===== src/rtl/game_pkg.sv =====
// Shared game definitions: state encodings and the 4-digit BCD score type used
// by the score keeper and the pipe/block controllers.
package game_pkg;

    localparam int BCD_W      = 4;
    localparam int BCD_DIGITS = 4;

    typedef logic [BCD_DIGITS*BCD_W-1:0] bcd16_t;

    typedef enum logic [1:0] {
        ST_IDLE    = 2'b00,
        ST_PLAYING = 2'b01,
        ST_OVER    = 2'b10
    } game_state_t;

    // Valid packed BCD orders the same as plain binary, so an unsigned
    // compare is an MSD-first digit compare.
    function automatic logic bcd_gt(input bcd16_t a, input bcd16_t b);
        return a > b;
    endfunction

endpackage


===== src/rtl/bcd_inc4.sv =====
// Combinational 4-digit BCD incrementer; holds its input at the all-max value
// and flags that with carry_out.
module bcd_inc4
    import game_pkg::*;
#(
    parameter int MAX_DIGIT = 9
) (
    input  bcd16_t value,
    output bcd16_t result,
    output logic   carry_out
);

    logic [BCD_DIGITS:0] carry;
    bcd16_t              rolled;

    assign carry[0] = 1'b1;

    genvar gi;
    generate
        for (gi = 0; gi < BCD_DIGITS; gi++) begin : g_digit
            logic [BCD_W-1:0] digit;
            logic             at_max;

            assign digit  = value[gi*BCD_W +: BCD_W];
            assign at_max = (digit == BCD_W'(MAX_DIGIT));
            assign carry[gi+1] = carry[gi] & at_max;
            assign rolled[gi*BCD_W +: BCD_W] =
                !carry[gi] ? digit : (at_max ? '0 : digit + 1'b1);
        end
    endgenerate

    // A carry out of the top digit means every digit was at max: saturate.
    assign carry_out = carry[BCD_DIGITS];
    assign result    = carry_out ? value : rolled;

endmodule


===== src/rtl/score_keeper.sv =====
// Flappy Bird game-state machine and BCD score/best-score keeper, with the
// seven-segment digit select and leading-zero / new-best flash blanking.
module score_keeper
    import game_pkg::*;
#(
    parameter int MAX_DIGIT  = 9,
    parameter int FLASH_BITS = 5,
    parameter int OVER_HOLD  = 64
) (
    input  logic        clk,
    input  logic        rst_n,
    input  logic        start,
    input  logic        pipe_pass,
    input  logic        collision,
    input  logic        show_best,
    output logic [1:0]  game_state,
    output logic [15:0] score,
    output logic [15:0] best,
    output logic [15:0] ssd_digits,
    output logic [3:0]  ssd_blank,
    output logic        new_best
);

    localparam int HOLD_W = (OVER_HOLD > 1) ? $clog2(OVER_HOLD) : 1;
    localparam logic [HOLD_W-1:0] HOLD_MAX = HOLD_W'(OVER_HOLD - 1);

    game_state_t           state_reg, state_next;
    bcd16_t                score_reg, score_next;
    bcd16_t                best_reg, best_next;
    logic                  new_best_reg, new_best_next;
    logic [HOLD_W-1:0]     hold_reg, hold_next;
    logic [FLASH_BITS-1:0] flash_reg, flash_next;

    logic start_prev_reg, pass_prev_reg, coll_prev_reg;
    logic start_rise, pass_rise, coll_rise;

    bcd16_t score_inc, score_upd;
    logic   score_carry;

    assign start_rise = start & ~start_prev_reg;
    assign pass_rise  = pipe_pass & ~pass_prev_reg;
    assign coll_rise  = collision & ~coll_prev_reg;

    bcd_inc4 #(
        .MAX_DIGIT(MAX_DIGIT)
    ) u_score_inc (
        .value    (score_reg),
        .result   (score_inc),
        .carry_out(score_carry)
    );

    // Score as it stands after this cycle's pass event, so a simultaneous
    // collision compares against the incremented value.
    assign score_upd = (pass_rise && !score_carry) ? score_inc : score_reg;

    always_ff @(posedge clk or negedge rst_n) begin
        if (!rst_n) begin
            state_reg      <= ST_IDLE;
            score_reg      <= '0;
            best_reg       <= '0;
            new_best_reg   <= 1'b0;
            hold_reg       <= '0;
            flash_reg      <= '0;
            start_prev_reg <= 1'b0;
            pass_prev_reg  <= 1'b0;
            coll_prev_reg  <= 1'b0;
        end else begin
            state_reg      <= state_next;
            score_reg      <= score_next;
            best_reg       <= best_next;
            new_best_reg   <= new_best_next;
            hold_reg       <= hold_next;
            flash_reg      <= flash_next;
            start_prev_reg <= start;
            pass_prev_reg  <= pipe_pass;
            coll_prev_reg  <= collision;
        end
    end

    always_comb begin
        state_next    = state_reg;
        score_next    = score_reg;
        best_next     = best_reg;
        new_best_next = new_best_reg;
        hold_next     = hold_reg;
        flash_next    = flash_reg + 1'b1;

        case (state_reg)
            ST_IDLE: begin
                if (start_rise) begin
                    state_next    = ST_PLAYING;
                    score_next    = '0;
                    new_best_next = 1'b0;
                end
            end
            ST_PLAYING: begin
                score_next = score_upd;
                if (coll_rise) begin
                    state_next = ST_OVER;
                    hold_next  = '0;
                    flash_next = '0;
                    if (bcd_gt(score_upd, best_reg)) begin
                        best_next     = score_upd;
                        new_best_next = 1'b1;
                    end
                end
            end
            ST_OVER: begin
                if (hold_reg != HOLD_MAX) begin
                    hold_next = hold_reg + 1'b1;
                end
                if (start_rise && hold_reg == HOLD_MAX) begin
                    state_next = ST_IDLE;
                end
            end
            default: begin
                state_next = ST_IDLE;
            end
        endcase
    end

    logic [3:0] lead_blank;
    logic       flash_on;

    assign ssd_digits    = show_best ? best_reg : score_reg;
    assign lead_blank[3] = (ssd_digits[15:12] == '0);
    assign lead_blank[0] = 1'b0;

    genvar gi;
    generate
        for (gi = 1; gi < BCD_DIGITS - 1; gi++) begin : g_blank
            assign lead_blank[gi] = lead_blank[gi+1] &
                                    (ssd_digits[gi*BCD_W +: BCD_W] == '0);
        end
    endgenerate

    assign flash_on   = (state_reg == ST_OVER) && new_best_reg && flash_reg[FLASH_BITS-1];
    assign ssd_blank  = flash_on ? 4'b1111 : lead_blank;
    assign game_state = state_reg;
    assign score      = score_reg;
    assign best       = best_reg;
    assign new_best   = new_best_reg && (state_reg == ST_OVER);

endmodule


===== config.mk =====
export PLATFORM = sky130hd
export DESIGN_NAME = score_keeper
export DESIGN_NICKNAME = d
export VERILOG_FILES = /design/src/rtl/game_pkg.sv /design/src/rtl/bcd_inc4.sv /design/src/rtl/score_keeper.sv
export SDC_FILE = /design/constraint.sdc
export NUM_CORES = 1
export LEC_CHECK = 0
export BUFFER_PORTS_ARGS = -buffer_cell sky130_fd_sc_hd__buf_2
export CORE_MARGIN = 2
export CORE_UTILIZATION = 50
export DETAILED_ROUTE_END_ITERATION = 8
export GPL_TIMING_DRIVEN = 0
export PLACE_DENSITY = 0.81
export REMOVE_ABC_BUFFERS = 1
export SLEW_MARGIN = 15
export SYNTH_ARGS = -nofsm -noshare
export SYNTH_HDL_FRONTEND = slang
export SYNTH_SLANG_ARGS = --single-unit

===== constraint.sdc =====
create_clock -name clk -period 8.3 [get_ports clk]
set_clock_uncertainty 0.1 [all_clocks]
set_input_delay 2.075 -clock clk [delete_from_list [all_inputs] [get_ports clk]]
set_output_delay 2.075 -clock clk [all_outputs]
set_load 0.03 [all_outputs]

Word level (Yosys, flattened, before mapping)
Index checks and enable logic that the tools add are counted.
{"block": "word_totals", "ff_bits": 49, "input_bits": 6, "wordCells": 82, "out_inout_bits": 55}
{"block": "classes", "add_sub_neg": 6, "magnitude_cmp": 1, "reduce_logical": 16, "n_eq_ne": 13, "mux": 26, "bitwise_logic": 11}
{"op": "two-way mux 16 bit", "count": 4}
{"op": "two-way mux 4 bit", "count": 8}
{"op": "case mux 16 bit (2 select lines)", "count": 1}
{"op": "adder 4 x 1 -> 4 bit (second input constant)", "count": 4}
{"op": "equality test 4 bit (second input constant)", "count": 4}
{"op": "> comparator 16 bit", "count": 1}
{"op": "zero test 4 bit", "count": 3}
{"op": "two-way mux 6 bit", "count": 2}
{"op": "case mux 6 bit (2 select lines)", "count": 1}
{"op": "two-way mux 5 bit", "count": 2}
{"op": "inequality test 2 bit (second input constant)", "count": 5}
{"op": "AND reduction 3 bit", "count": 3}
{"op": "AND 1 bit", "count": 8}
{"op": "adder 6 x 1 -> 6 bit (second input constant)", "count": 1}
{"op": "equality test 6 bit (second input constant)", "count": 1}
{"op": "two-way mux 2 bit", "count": 3}
{"op": "inequality test 6 bit (second input constant)", "count": 1}
{"op": "case mux 2 bit (3 select lines)", "count": 1}
{"op": "adder 5 x 1 -> 5 bit (second input constant)", "count": 1}
{"op": "logical AND 1 bit", "count": 4}
{"op": "AND reduction 4 bit", "count": 1}
{"op": "nonzero test 2 bit", "count": 2}
{"op": "two-way mux 1 bit", "count": 3}
{"op": "NOT 1 bit", "count": 3}
{"op": "other kinds (6)", "count": 6}

Longest topological paths before layout
Gate-level depths: netlist (run 1).
{"block": "logic_depth", "word_depth": 11, "mapped_depth": 16, "mapped_depth_nobuf": 14}

Modules after synthesis
Synthesis (run 1) repeated with hierarchy kept, for this count alone.
{"block": "unflattened", "hier_cells": 333, "hier_area_um2": 3278.1}
{"mod": "score_keeper", "instances": 1, "cells_each": 272, "seq_area_each_um2": 1226.2, "area_each_um2": 2870.3}
{"mod": "bcd_inc4", "instances": 1, "cells_each": 61, "seq_area_each_um2": 0.0, "area_each_um2": 407.9}

Worst setup path before layout (run 1)
No wires, ideal clock.
{"block": "synth_timing", "path_kind": "input-to-output", "start": "input port show_best", "end": "output port ssd_blank[1]", "required_ns": 6.125, "stages": 5, "t_arrival_ns": 3.856, "n_path_buf": 1, "path_slack_ns": 2.269, "cell_sequence": "clkbuf_1 o21ai_0 nor4_1 a21o_1 o21a_1"}
{"block": "synth_via", "elab_chain_cells": 5, "elab_cells_between_ends": 7, "classes_between": "mux (2); bitwise (2); reduce/logical (3)"}
{"element": "start, declared", "line_no": "score_keeper.sv:15", "text": "input logic show_best,"}
{"element": "two-way mux 16 bit", "line_no": "score_keeper.sv:125", "text": "assign ssd_digits = show_best ? best_reg : score_reg;"}
{"element": "named net ssd_digits[13]", "line_no": "score_keeper.sv:19", "text": "output logic [15:0] ssd_digits,"}
{"element": "zero test 4 bit", "line_no": "score_keeper.sv:126", "text": "assign lead_blank[3] = (ssd_digits[15:12] == '0);"}
{"element": "AND 1 bit (2 in series)", "line_no": "score_keeper.sv:132", "text": "assign lead_blank[gi] = lead_blank[gi+1] &"}
{"element": "two-way mux 4 bit", "line_no": "score_keeper.sv:138", "text": "assign ssd_blank = flash_on ? 4'b1111 : lead_blank;"}
{"element": "end, declared", "line_no": "score_keeper.sv:20", "text": "output logic [3:0] ssd_blank,"}
The timed path passes the listed nets, and every way through them passes these cells.

Worst setup path after layout (run 1)
{"block": "layout_timing", "start": "input port show_best", "end": "output port ssd_blank[1]"}
{"block": "layout_via", "elab_chain_cells": 5, "elab_cells_between_ends": 7, "classes_between": "mux (2); bitwise (2); reduce/logical (3)"}
{"element": "two-way mux 16 bit (*)", "line_no": "score_keeper.sv:125"}
{"element": "zero test 4 bit (on tied branches)", "line_no": "score_keeper.sv:126, score_keeper.sv:133"}
{"element": "AND 1 bit", "line_no": "score_keeper.sv:132"}
{"element": "AND 1 bit (*)", "line_no": "score_keeper.sv:132"}
{"element": "two-way mux 4 bit (*)", "line_no": "score_keeper.sv:138"}
Mark *: on every way between the ends. The rest lies on a longest branch, timed or not.

==> flow_metrics.tcl, run 1 <==
set metrics [dict create \
    design_area_um2 3490 \
    cp.required_ns 6.12 \
    synthTopCellsByCount "dfrtp_1 (49), nand2_1 (28), ha_1 (26)" \
    critPathLaunchType "input pin" \
    synth_edf_count 0 \
    grt_pass1_wl_um 11200 \
    avgRoutedWirePerCell_um 15.7 \
    cts-resized-gates 0 \
    fin_cells 438 \
    clock_sinks 49 \
    cp_top_family "buffers and inverters" \
    postPlaceCellArea_um2 3410 \
    drc_errors 0 \
    clkLatencyLatePin_ns 0.31 \
    grt_max_degree 50 \
    path_cells "buf_2 -> mux2_2 -> nor4_1 -> o21a_1 -> buf_2" \
    period_share 0.715 \
    status "finished, final reports clean" \
    setup_viol 0 \
    max_freq_mhz 169 \
    place_inst 430 \
    cts_root_buffer "clkbuf_8" \
    diodes 0 \
    slowest_delay_ns 0.55 \
    rsz0062_at_grt "no" \
    multi_input_area_um2 1700 \
    drive_gt1_frac 0.281 \
    final_net_count 394 \
    cts-htree-levels 2 \
    ys_warn_count 0 \
    fin_crit_ns 5.93 \
    start_util 0.517 \
    maxCapViolations 0 \
    slew-limit-headroom 0.278 \
    arrival_ns 3.76 \
    synth_most_common_cell "dfrtp_1" \
    ys_types 47 \
    powerDensity_nw_per_um2 162 \
    die_area_um2 6770 \
    synth_top_cell_area_share 0.400 \
    postCtsHoldBufs 0 \
    crit_buf_inv 2 \
    core.rowCount 28 \
    synthCells 303 \
    crit_type "input pin to primary output" \
    cts_buffer_depth 2 \
    place.gp.congestion 0.813 \
    use_met3 0.0500 \
    syn-cell-area_um2 3060 \
    drv_slew 0 \
    grt.met1_usage 0.266 \
    p_leak_nw 1.77 \
    ys_ff_latch 49 \
    ys_seq_area_frac 0.400 \
    crit_path_frequent_cell "buf_2" \
    clk_pin_slew_ns 0.08 \
    fin_tns_setup_ns 0 \
    tightest_slew_ns 1.08 \
    cts_setup_buffers 0 \
    slowest_stage "nor4_1" \
    fin_util 0.589 \
    synth_top_area_cell "dfrtp_1" \
    ys.flop_type "dfrtp_1" \
    met2_usage 0.383 \
    ant_nets 0 \
    overflow 0 \
    die_h_um 82.3 \
    port_buffers 60 \
    routed_wirelength_um 6860 \
    synth-async-reset-ratio 1.00 \
    routed_via_density 5.73 \
    cts_tree "done" \
    synthTopCellsByArea "dfrtp_1 (40%), ha_1 (11%), mux2_2 (7.0%)" \
    io_pins 61 \
    power.total_mw 0.567 \
    path_max_fanout 20 \
    firstDrtPassIters 4 \
    vdd_drop_max_v 0.000183 \
    fillCellCount 517 \
    vias 2508 \
    hpwl_um 5020 \
    syn_avg_cell_area_um2 10.1 \
    grt.total_usage 0.215 \
    core-area_um2 5920 \
    antenna_found_initial 0 \
    synthToLayoutAreaGrowth_pct 14.0 \
    grt_pass1_vias 2390 \
    globalRoute.busiestLayer "met2" \
    numCtsBuffers 5 \
    hold_path_class "register to register" \
    timing_hold_violations_final 0 \
    regArea_um2 1230 \
    drt_iter0_drc 100 \
    worstSetupEndpointType "primary output" \
    die_x_um 82.3 \
]
[area by class of cell]
type                    instances  area share
repair buffers                 60      0.0868
flip-flops and latches         49       0.351
clock buffers                   8      0.0229
well taps                      75      0.0269
inverters                      24      0.0258
multi-input cells             222       0.486
[layout by cell type (no fill, tap or decap), drive strengths merged, types with 3 or more instances in the layout]
master,n
a31oi,3
ha,26
xor2,6
nor2b,5
nand3b,3
a21o,4
o31ai,5
clkbuf,8
a21oi,12
o21ai,23
nor3,6
nor2,13
and3b,3
nand2,28
a22o,12
buf,60
nand4,5
xnor2,3
nor4,4
mux2,28
inv,24
nand3,12
dfrtp,49
[kinds of logic after synthesis]
| logic type | count (synthesis) | synth area share |
|---|---|---|
| adder cells (fa/ha/maj) | 26 | 0.106 |
| AND/OR/NAND/NOR | 92 | 0.164 |
| XOR/XNOR | 9 | 0.0257 |
| AO/OA/AOI/OAI | 66 | 0.139 |
| buffers and inverters | 32 | 0.0466 |
| multiplexers | 29 | 0.117 |
| flip-flops | 49 | 0.400 |
[stage by stage]
step                      hold slack (ns)  setup slack (ns)
after floorplan                     0.333              2.59
after global placement              0.349              2.37
after detailed placement            0.365              2.37
after CTS                           0.377              2.36
after global routing                0.388              2.31
final                               0.374              2.37
[power breakdown]
part	switching (mW)	internal (mW)	leakage, nW
registers	0.0283	0.270	0.642
clock network	0.0795	0.0601	0.0395
logic	0.0753	0.0538	1.09
[layer usage]
layer | wire (um) | vias to the layer above
li1 | - | 1199
met1 | 3000 | 1241
met2 | 3510 | 60
met3 | 287 | 8
met4 | 68 | 0
met5 | 0 | -
[path summary, 6_finish.rpt]
check                             start           end  slack [ns]  depth (start not counted)
setup / recovery              show_best  ssd_blank[1]        2.37                          5
hold / removal             flash_reg[0]  flash_reg[0]        0.37                          1
setup reg to reg               score[0]       best[9]        4.20                         13
hold reg to reg            flash_reg[0]  flash_reg[0]        0.37                          1
max in group asynchronous         rst_n      score[2]        6.00                          1
min in group asynchronous         rst_n       best[7]        1.67                          1
Power figures use the tool's default switching activity.
==> run 2, diff against run 1 <==
--- a/config.mk
+++ b/config.mk
@@ -5,12 +5,13 @@
 export SDC_FILE = /design/constraint.sdc
 export NUM_CORES = 1
 export LEC_CHECK = 0
+export ABC_AREA = 1
 export BUFFER_PORTS_ARGS = -buffer_cell sky130_fd_sc_hd__buf_2
 export CORE_MARGIN = 2
 export CORE_UTILIZATION = 50
 export DETAILED_ROUTE_END_ITERATION = 8
 export GPL_TIMING_DRIVEN = 0
-export PLACE_DENSITY = 0.81
+export PLACE_DENSITY = 0.8
 export REMOVE_ABC_BUFFERS = 1
 export SLEW_MARGIN = 15
 export SYNTH_ARGS = -nofsm -noshare
==> constraint.sdc (replaced) <==
create_clock -name clk -period 5.9 [get_ports clk]
set_clock_uncertainty 0.1 [all_clocks]
set_input_delay 1.475 -clock clk [delete_from_list [all_inputs] [get_ports clk]]
set_output_delay 1.475 -clock clk [all_outputs]
set_load 0.03 [all_outputs]
==> flow_metrics.tcl, run 2 <==
set metrics [dict create \
    routed_via_density 5.20 \
    synth-compound-area-share 0.111 \
    synth.mux.area_fraction 0 \
    vdd_drop_max_v 0.000268 \
    clkLatencyLatePin_ns 0.31 \
    core.rowCount 29 \
    arrival_ns 3.17 \
    status "finished, final reports clean" \
    drive_gt1_frac 0.200 \
    slowest_delay_ns 0.47 \
    fillCellCount 592 \
    fin_crit_ns 4.75 \
    slew-limit-headroom 0.327 \
    synth_top_area_cell "dfrtp_1" \
    drt_iter0_drc 167 \
    syn_avg_cell_area_um2 7.37 \
    synthXorXnorAreaFrac 0.0106 \
    drc_errors 0 \
    worstSetupEndpointType "primary output" \
    vias 3046 \
    overflow 0 \
    die_x_um 85.5 \
    synth-async-reset-ratio 1.00 \
    routed_wirelength_um 7820 \
    die_h_um 85.5 \
    cts_tree "done" \
    finalHoldWorstSlack_ns 0.370 \
    critPathLaunchType "input pin" \
    ys.flop_type "dfrtp_1" \
    synthTopCellsByCount "nand2_1 (133), inv_1 (67), dfrtp_1 (49)" \
    avgRoutedWirePerCell_um 13.3 \
    diodes 0 \
    cts-htree-levels 2 \
    tightest_slew_ns 1.01 \
    place_inst 578 \
    synth_top_cell_area_share 0.370 \
    ant_nets 0 \
    port_buffers 60 \
    path_cells "buf_2 -> o21ai_0 -> nor4_1 -> nand2_1 -> o21ai_0 -> buf_2" \
    timing_hold_violations_final 0 \
    firstDrtPassIters 4 \
    clock_sinks 49 \
    max_freq_mhz 211 \
    synth_edf_count 0 \
    final_cell_mix "nand2_1 (133), inv_1 (67), buf_2 (59), dfrtp_1 (49), o21ai_0 (37)" \
    setup_viol 0 \
    antenna_found_initial 0 \
    cts_buffer_depth 2 \
    drv_slew 0 \
    design_area_um2 3760 \
    io_pins 61 \
    cts_root_buffer "clkbuf_8" \
    period_share 0.805 \
    slowest_stage "nor4_1" \
    postCtsHoldBufs 0 \
    hold_path_class "register to register" \
    maxCapViolations 0 \
    grt.total_usage 0.226 \
    crit_type "input pin to primary output" \
    grt_max_degree 50 \
    cts-resized-gates 0 \
    fin_cells 586 \
    rsz0062_at_grt "no" \
    cp.required_ns 4.32 \
    synthTopCellsByArea "dfrtp_1 (37%), nand2_1 (15%), ha_1 (9.8%)" \
    layout_commonest_cell "nand2_1" \
    grt_pass1_vias 2824 \
    path_max_fanout 32 \
    yosys.area_share.simple 0.314 \
    core-area_um2 6390 \
    synthToLayoutAreaGrowth_pct 13.3 \
    ys_warn_count 0 \
    powerDensity_nw_per_um2 452 \
    ys_ff_latch 49 \
    fin_tns_setup_ns 0 \
    hpwl_um 5840 \
    die_area_um2 7300 \
    grt_pass1_wl_um 13200 \
    final_net_count 540 \
    p_leak_nw 1.99 \
    ys_types 35 \
    clk_pin_slew_ns 0.09 \
    finalWorstSetupSlack_ns 1.15 \
    place.gp.congestion 0.922 \
    dp_worst_setup_slack_ns 1.05 \
    crit_buf_inv 2 \
    synth_top_family_by_area "simple AND/OR/NAND/NOR gates" \
    cp_top_family "simple AND/OR/NAND/NOR gates" \
    synthCells 450 \
    start_util 0.520 \
    synth_fa_ha_area_frac 0.0980 \
    synth_most_common_cell "nand2_1" \
    syn-cell-area_um2 3320 \
    numCtsBuffers 5 \
    postPlaceCellArea_um2 3660 \
    ys_seq_area_frac 0.370 \
    cts_setup_buffers 0 \
]
[run 2: cell count changes after synthesis, moves of 7 or more]
cell,previous run,this run
o21ai_0,22,37
mux2_4,9,0
nand2_1,28,133
a22o_1,12,0
nand2_2,0,11
o22ai_1,0,7
mux2_2,19,0
nor2_1,13,25
o21ai_1,0,7
nand3_1,11,25
inv_1,24,67
[run 2: where the power goes]
group	switching (mW)	total (mW)	internal (mW)
logic	0.612	0.929	0.317
clock network	0.118	0.213	0.0953
registers	0.126	0.556	0.430
[run 2: final cells by class]
class,count,area (um2),share of cell area
Timing Repair Buffer,60,303,0.0805
Inverter,71,269,0.0715
Tap cell,77,96.3,0.0256
Clock inverter,2,13.8,0.00366
Multi-Input combinational cell,321,1770,0.471
Clock buffer,6,82.6,0.0220
Sequential cell,49,1230,0.326
[run 2: path summary, 6_finish.rpt]
kind	from	to	slack, ns	cells past startpoint
setup / recovery	show_best	ssd_blank[1]	1.15	6
setup reg to reg	score[1]	best[3]	1.65	16
max in group asynchronous	rst_n	best[7]	4.20	1
min in group asynchronous	rst_n	best[13]	1.07	1
hold reg to reg	flash_reg[0]	flash_reg[0]	0.37	1
hold / removal	flash_reg[0]	flash_reg[0]	0.37	1
[run 2: through the flow]
| stage | total power [mW] | util |
|---|---|---|
| final | 1.70 | 0.589 |
| after global routing | 1.84 | 0.589 |
| after CTS | 1.70 | 0.589 |
| after detailed placement | 1.49 | 0.573 |
| after global placement | 1.44 | 0.573 |
| after floorplan | 1.24 | - |
[run 2: cells by family (layout without fill, tap and decap cells)]
logic type               after synthesis  after routing
buffers and inverters                 80            139
adder cells (fa/ha/maj)               26             26
AND/OR/NAND/NOR                      225            225
XOR/XNOR                               4              4
flip-flops                            49             49
AO/OA/AOI/OAI                         66             66
[run 2: routing by layer]
layer	GRT usage	vias up	share of wire
li1	-	1555	-
met1	0.313	1423	0.47
met2	0.374	62	0.47
met3	0.0331	6	0.045
met4	0.0563	0	0.0087
met5	0	-	0
[run 2: worst reg2reg max path: stages, from the launching register on]
cell     delay (ns)
dfrtp_1        0.43
inv_1          0.16
ha_1           0.24
nand2_1        0.11
nor2_4         0.19
nand3_1        0.17
nor2_2         0.18
nand2_1        0.12
o21ai_1        0.26
inv_1          0.08
ha_1           0.30
nand2_1        0.08
nor3_1         0.34
nand2_1        0.10
nand2_1        0.12
nand3_1        0.72
o21ai_0        0.46
